File: src/rtl/usb_cdc_stream_agent.sv
// rtl/usb_cdc_stream_agent.sv - byte-stream loopback/generator/checker/sink agent for usb_cdc_core ports
module usb_cdc_stream_agent #(
  parameter int         FIFO_DEPTH = 16,
  parameter int         CNT_W      = 16,
  parameter logic [7:0] SEED       = 8'h00,
  parameter int         GEN_LEN    = 64
) (
  input  logic                          clk_i,
  input  logic                          rst_i,
  input  logic [1:0]                    mode_i,
  input  logic                          start_i,
  input  logic                          clear_i,
  input  logic                          outport_valid_i,
  input  logic [7:0]                    outport_data_i,
  output logic                          outport_accept_o,
  output logic                          inport_valid_o,
  output logic [7:0]                    inport_data_o,
  input  logic                          inport_accept_i,
  output logic [CNT_W-1:0]              rx_count_o,
  output logic [CNT_W-1:0]              tx_count_o,
  output logic [CNT_W-1:0]              err_count_o,
  output logic [$clog2(FIFO_DEPTH):0]   level_o,
  output logic                          busy_o
);

  localparam int         AW        = $clog2(FIFO_DEPTH);
  localparam logic [1:0] MODE_LOOP = 2'd0;
  localparam logic [1:0] MODE_GEN  = 2'd1;
  localparam logic [1:0] MODE_CHK  = 2'd2;

  typedef enum logic [1:0] {ST_IDLE, ST_GEN, ST_DRAIN} state_t;

  logic [1:0]       r_mode_q;
  state_t           r_state;
  state_t           w_state_nxt;
  logic [7:0]       r_mem [FIFO_DEPTH];
  logic [AW-1:0]    r_wr_ptr;
  logic [AW-1:0]    r_rd_ptr;
  logic [AW:0]      r_count;
  logic [7:0]       r_gen_byte;
  logic [CNT_W-1:0] r_gen_left;
  logic [7:0]       r_expected;
  logic [CNT_W-1:0] r_rx_cnt;
  logic [CNT_W-1:0] r_tx_cnt;
  logic [CNT_W-1:0] r_err_cnt;

  logic       w_mode_chg;
  logic       w_full;
  logic       w_empty;
  logic       w_accept;
  logic       w_valid;
  logic       w_rx_xfer;
  logic       w_tx_xfer;
  logic       w_gen_push;
  logic       w_gen_load;
  logic       w_push;
  logic [7:0] w_push_data;
  logic       w_mismatch;

  // A mode switch spends one cycle with both ports stalled while state is flushed.
  assign w_mode_chg = (mode_i != r_mode_q);
  assign w_full     = (r_count == (AW+1)'(FIFO_DEPTH));
  assign w_empty    = (r_count == '0);

  // Port handshake qualifiers; accept never looks at outport_valid_i.
  always_comb begin
    w_accept = 1'b0;
    w_valid  = 1'b0;
    if (!rst_i && !w_mode_chg) begin
      case (r_mode_q)
        MODE_LOOP: begin
          w_accept = !w_full;
          w_valid  = !w_empty;
        end
        MODE_GEN: begin
          w_accept = 1'b1;
          w_valid  = !w_empty;
        end
        default: w_accept = 1'b1;
      endcase
    end
  end

  assign w_rx_xfer   = outport_valid_i && w_accept;
  assign w_tx_xfer   = w_valid && inport_accept_i;
  assign w_push      = ((r_mode_q == MODE_LOOP) && w_rx_xfer) || w_gen_push;
  assign w_push_data = w_gen_push ? r_gen_byte : outport_data_i;
  assign w_mismatch  = (r_mode_q == MODE_CHK) && w_rx_xfer && (outport_data_i != r_expected);

  // Generator next-state: start only from IDLE in generator mode, drain before going idle.
  always_comb begin
    w_state_nxt = r_state;
    w_gen_push  = 1'b0;
    w_gen_load  = 1'b0;
    case (r_state)
      ST_IDLE: begin
        if ((r_mode_q == MODE_GEN) && start_i) begin
          w_state_nxt = ST_GEN;
          w_gen_load  = 1'b1;
        end
      end
      ST_GEN: begin
        if (!w_full) begin
          w_gen_push = 1'b1;
          if (r_gen_left == CNT_W'(1)) begin
            w_state_nxt = ST_DRAIN;
          end
        end
      end
      ST_DRAIN: begin
        if (w_empty) begin
          w_state_nxt = ST_IDLE;
        end
      end
      default: w_state_nxt = ST_IDLE;
    endcase
    if (w_mode_chg) begin
      w_state_nxt = ST_IDLE;
      w_gen_push  = 1'b0;
      w_gen_load  = 1'b0;
    end
  end

  // Generator state register; mode_q tracks mode_i every cycle including reset.
  always_ff @(posedge clk_i) begin
    r_mode_q <= mode_i;
    if (rst_i) begin
      r_state <= ST_IDLE;
    end else begin
      r_state <= w_state_nxt;
    end
  end

  // Generator byte value and remaining-length counter.
  always_ff @(posedge clk_i) begin
    if (rst_i) begin
      r_gen_byte <= SEED;
      r_gen_left <= '0;
    end else if (w_gen_load) begin
      r_gen_byte <= SEED;
      r_gen_left <= CNT_W'(GEN_LEN);
    end else if (w_gen_push) begin
      r_gen_byte <= r_gen_byte + 8'd1;
      r_gen_left <= r_gen_left - CNT_W'(1);
    end
  end

  // FIFO pointers and occupancy; reset and mode change both empty it.
  always_ff @(posedge clk_i) begin
    if (rst_i || w_mode_chg) begin
      r_wr_ptr <= '0;
      r_rd_ptr <= '0;
      r_count  <= '0;
    end else begin
      if (w_push) begin
        r_wr_ptr <= r_wr_ptr + AW'(1);
      end
      if (w_tx_xfer) begin
        r_rd_ptr <= r_rd_ptr + AW'(1);
      end
      case ({w_push, w_tx_xfer})
        2'b10:   r_count <= r_count + (AW+1)'(1);
        2'b01:   r_count <= r_count - (AW+1)'(1);
        default: r_count <= r_count;
      endcase
    end
  end

  // FIFO storage; contents need no reset because occupancy guards every read.
  always_ff @(posedge clk_i) begin
    if (w_push) begin
      r_mem[r_wr_ptr] <= w_push_data;
    end
  end

  // Checker expectation: advance on match, resync to the received byte on mismatch.
  always_ff @(posedge clk_i) begin
    if (rst_i || w_mode_chg) begin
      r_expected <= SEED;
    end else if ((r_mode_q == MODE_CHK) && w_rx_xfer) begin
      if (w_mismatch) begin
        r_expected <= outport_data_i + 8'd1;
      end else begin
        r_expected <= r_expected + 8'd1;
      end
    end
  end

  // Saturating traffic/error counters; clear beats a same-cycle increment.
  always_ff @(posedge clk_i) begin
    if (rst_i || clear_i) begin
      r_rx_cnt  <= '0;
      r_tx_cnt  <= '0;
      r_err_cnt <= '0;
    end else begin
      if (w_rx_xfer && (r_rx_cnt != '1)) begin
        r_rx_cnt <= r_rx_cnt + CNT_W'(1);
      end
      if (w_tx_xfer && (r_tx_cnt != '1)) begin
        r_tx_cnt <= r_tx_cnt + CNT_W'(1);
      end
      if (w_mismatch && (r_err_cnt != '1)) begin
        r_err_cnt <= r_err_cnt + CNT_W'(1);
      end
    end
  end

  assign outport_accept_o = w_accept;
  assign inport_valid_o   = w_valid;
  assign inport_data_o    = w_valid ? r_mem[r_rd_ptr] : 8'h00;
  assign rx_count_o       = r_rx_cnt;
  assign tx_count_o       = r_tx_cnt;
  assign err_count_o      = r_err_cnt;
  assign level_o          = r_count;
  assign busy_o           = (r_state != ST_IDLE);

endmodule

File: config.mk
export PLATFORM = sky130hd
export DESIGN_NAME = usb_cdc_stream_agent
export DESIGN_NICKNAME = d
export VERILOG_FILES = /design/src/rtl/usb_cdc_stream_agent.sv
export SDC_FILE = /design/constraint.sdc
export NUM_CORES = 1
export LEC_CHECK = 0
export BUFFER_PORTS_ARGS = -buffer_cell sky130_fd_sc_hd__buf_4
export CAP_MARGIN = 20
export CELL_PAD_IN_SITES_DETAIL_PLACEMENT = 1
export CELL_PAD_IN_SITES_GLOBAL_PLACEMENT = 1
export CORE_MARGIN = 2
export CORE_UTILIZATION = 40
export DETAILED_ROUTE_END_ITERATION = 10
export HOLD_SLACK_MARGIN = 0.02
export PLACE_DENSITY = 0.72
export SYNTH_ARGS = -nofsm -noshare
export SYNTH_HDL_FRONTEND = slang
export SYNTH_SLANG_ARGS = --single-unit
File: constraint.sdc
create_clock -name clk_i -period 6.71 [get_ports clk_i]
set_clock_uncertainty 0.1 [all_clocks]
set_input_delay 0.3355 -clock clk_i [delete_from_list [all_inputs] [get_ports clk_i]]
set_output_delay 0.3355 -clock clk_i [all_outputs]
set_load 0.005 [all_outputs]
==> impl_metrics.tcl <==
set metrics [dict create \
    run_status "finished clean" \
    cellLeakagePower_nw 4.09 \
    report.final.slew_viol_count 0 \
    final_cells 1284 \
    period_share_pct 57.9 \
    grt_setup_unrepaired "no" \
    cp-end-kind "register" \
    layout-drive-gt1-share_pct 20.5 \
    min_path_type "in -> reg" \
    worst_ep_required_time_ns 7.04 \
    avgSynthCellArea_um2 12.1 \
    syn_inst 860 \
    fp.dieW_um 166 \
    seq_area_frac_synth_pct 56.2 \
    htree_levels 1 \
    synth.cells.most_frequent "sky130_fd_sc_hd__edfxtp_1 (128), sky130_fd_sc_hd__dfxtp_1 (101), sky130_fd_sc_hd__nor2_1 (67)" \
    total_power_mw 3.00 \
    start_util_pct 40.4 \
    pwr_density_cell_mw_per_mm2 245 \
    worst-setup-path-type "in -> reg" \
    timing.critical_path.fanout_max 16 \
    fin_worst_hold_slack_ns 0.0480 \
    detailedPlace.worstSlack_ns 2.92 \
    route.final.wire_length_um 26100 \
    place.detailed.instances 1233 \
    worst_setup_path_endpoint "level_o[4]$_SDFFE_PP0P_" \
    finalSetupViolCount 0 \
    cts_made_buffers 25 \
    number_of_flops_mapped_to_enable_cells_by_yosys 128 \
    wl_per_cell_um 20.3 \
    grt_use_met1_pct 24.3 \
    fin_ws_ns 2.82 \
    post_synthesis_cell_type_with_the_largest_combined_area "sky130_fd_sc_hd__edfxtp_1" \
    async_reset_ff_share_pct 0 \
    filler_cell_count 2710 \
    synthTopCellsByArea "sky130_fd_sc_hd__edfxtp_1 (37%), sky130_fd_sc_hd__dfxtp_1 (19%), sky130_fd_sc_hd__mux4_2 (8.6%), sky130_fd_sc_hd__xor2_1 (2.5%), sky130_fd_sc_hd__nor2_1 (2.4%)" \
    die_area_mm2 0.0274 \
    cts-root-to-sink-buffers 3 \
    timing.critical_path.slowest_stage_cell "sky130_fd_sc_hd__and2_0" \
    setup.reg_to_reg.worst_slack_ns 2.86 \
    synth_top_cell_area_share_pct 36.8 \
    globalRouteMet2Util_pct 33.8 \
    worst_slew_pin_slew_ns 1.04 \
    slowest_delay_ns 0.61 \
    drt_first_pass_iters 4 \
    die-height_um 166 \
    critPathLaunchType "input port" \
    drt_first_iter_violations 539 \
    syn_to_final_growth_pct 17.2 \
    post_route_ant_nets 0 \
    cts.root.buffer_cell "sky130_fd_sc_hd__clkbuf_16" \
    antenna-diode-count 0 \
    achievable-frequency_ghz 0.257 \
    max_cap_violations 0 \
    hpwlAfterDp_um 17600 \
    io_buffer_count 79 \
    core_region_area_mm2 0.0258 \
    drc_errors 0 \
    gr-usage-met3_pct 2.92 \
    first_global_vias 7468 \
    worst_setup_path_startpoint "mode_i[0]" \
    cts_tree "yes" \
    synthDistinctLibCells 66 \
    worst_slew_margin_rel_pct 30.6 \
    final_period_minus_worst_setup_slack_ns 3.89 \
    synth-warning-count 0 \
    route.vias.total 7240 \
    syn_area_mm2 0.0104 \
    grt_util_all_layers_pct 19.2 \
    global_route.peak_usage_layer "met2" \
    floorplan.io_pins 80 \
    power.ir.vdd_worst_uv 251 \
    timing.setup.tns_ns 0 \
    mappedNetlistNets 892 \
    wire_length_of_the_first_global_routing_pass_um 41100 \
    clkSlewWorstSetupHoldPaths_ns 0.06 \
    grt_antenna_before_repair 0 \
    clk-insertion-delay-late_ns 0.54 \
    rr_worst_depth 12 \
    number_of_placement_rows 59 \
    worst-endpoint-arrival_ns 4.22 \
    drt-vias-per-instance 5.64 \
    finalHoldViolCount 0 \
    yosys_register_bits 229 \
    yosys_most_used_dff "sky130_fd_sc_hd__edfxtp_1" \
    timing.rr.end "level_o[4]$_SDFFE_PP0P_" \
    final_net_count 963 \
    largest_net_degree_at_the_start_of_global_routing 45 \
    post-synth-top-count-cell "sky130_fd_sc_hd__edfxtp_1" \
    crit_path_cell_trace "dlygate4sd3_1 -> buf_4 -> xor2_1 -> a211oi_1 -> and2_0 -> inv_1 -> ha_1 -> xor2_1 -> ha_1 -> nand2b_1 -> a21boi_0 -> o21a_1 -> or4_1 -> a21oi_1" \
    critical_path.reg2reg.startpoint "level_o[1]$_SDFFE_PP0P_" \
    gp_routability_congestion 0.820 \
    cts.sinks 229 \
    globalRoute.totalOverflow 0 \
]
how the worst min path moves through the flow:
stage / start / endpoint / slack [ns] / cells past startpoint
5_1_grt: outport_data_i[5] / r_expected[5]$_SDFFE_PP0P_ / 0.06 / 3
6_report: outport_data_i[5] / r_expected[5]$_SDFFE_PP0P_ / 0.05 / 3
3_5_place_dp: mode_i[0] / r_mode_q[0]$_DFF_P_ / 0.39 / 1
3_3_place_gp: r_gen_left[14]$_SDFFE_PP0P_ / r_gen_left[14]$_SDFFE_PP0P_ / 0.37 / 2
2_1_floorplan: mode_i[0] / r_mode_q[0]$_DFF_P_ / 0.26 / 0
4_1_cts: outport_data_i[5] / r_expected[5]$_SDFFE_PP0P_ / 0.03 / 3
state kept, by name, indices dropped and copies added (netlist names), named ones only:
name	count
r_rd_ptr	4
r_mem	128
r_state	2
r_expected	8
level_o	5
r_mode_q	2
r_gen_byte	8
r_wr_ptr	4
err_count_o	16
r_gen_left	16
rx_count_o	16
tx_count_o	16
cells in the final DEF, fill, tap and decap left out, types with 8 or more instances in the layout:
cell type / instances
sky130_fd_sc_hd__a211oi_1: 8
sky130_fd_sc_hd__a21oi_1: 46
sky130_fd_sc_hd__and3_1: 27
sky130_fd_sc_hd__and4_1: 8
sky130_fd_sc_hd__buf_4: 85
sky130_fd_sc_hd__clkbuf_16: 25
sky130_fd_sc_hd__dfxtp_1: 100
sky130_fd_sc_hd__edfxtp_1: 128
sky130_fd_sc_hd__ha_1: 16
sky130_fd_sc_hd__inv_1: 23
sky130_fd_sc_hd__mux4_2: 40
sky130_fd_sc_hd__nand2_1: 41
sky130_fd_sc_hd__nand3_1: 43
sky130_fd_sc_hd__nand4_1: 23
sky130_fd_sc_hd__nor2_1: 67
sky130_fd_sc_hd__nor2b_1: 16
sky130_fd_sc_hd__nor3_1: 9
sky130_fd_sc_hd__o21ai_0: 23
sky130_fd_sc_hd__o31ai_1: 15
sky130_fd_sc_hd__or3_1: 17
sky130_fd_sc_hd__or4_1: 17
sky130_fd_sc_hd__xnor2_1: 25
sky130_fd_sc_hd__xor2_1: 30
report_power, final:
group	switching (mW)	total (mW)	internal [mW]
sequential	0.00268	1.48	1.48
clock	0.597	1.44	0.843
combinational	0.0523	0.0764	0.0241
total	0.652	3.00	2.35
critical path: cells and delay by family:
family / cells / cell delay (ns)
AND/OR/NAND/NOR: 3 / 1.17
AO/OA/AOI/OAI: 4 / 0.89
buffers and inverters: 3 / 0.85
adder cells (fa/ha/maj): 2 / 0.58
XOR/XNOR: 2 / 0.39
metrics by stage:
step           cell area [um^2]  util [%]
3_3_place_gp              11300      43.8
6_report                  12200      47.3
3_5_place_dp              11300      43.8
4_1_cts                   12200      47.3
5_1_grt                   12200      47.3
2_1_floorplan             10400         -
metal layers:
metal / routed length, um / vias up / share of wire [%]
met5: 0 / - / 0
met2: 13200 / 150 / 51
li1: - / 3397 / -
met3: 938 / 48 / 3.6
met1: 11100 / 3645 / 43
met4: 758 / 0 / 2.9
cell type report:
class                      count  area [um^2]  share of cell area (%)
clock inverter                16          196                    1.61
clock buffer                  29          671                    5.48
inverter                      24         92.6                   0.757
multi-input combinational    560         4290                    35.1
sequential                   229         5870                    48.0
timing repair buffer          91          696                    5.69
tap                          335          419                    3.43
kinds of logic (layout without fill, tap and decap cells):
logic type / after synthesis / count (layout) / synth area share (%)
simple gates: 305 / 305 / 16.0
flops: 229 / 229 / 56.2
compound gates: 134 / 134 / 8.77
buf+inv: 71 / 160 / 2.84
xor+xnor: 55 / 55 / 4.61
mux: 50 / 50 / 9.66
fa+ha+maj: 16 / 16 / 1.92
timing repair:
| item | in CTS | in global routing |
|---|---|---|
| hold endpoints to repair | 7 | 0 |
| setup buffers | 0 | 0 |
| hold buffers | 5 | 0 |
| resized for setup | 0 | 0 |
Note: power is estimated with default switching activity, not from simulation.
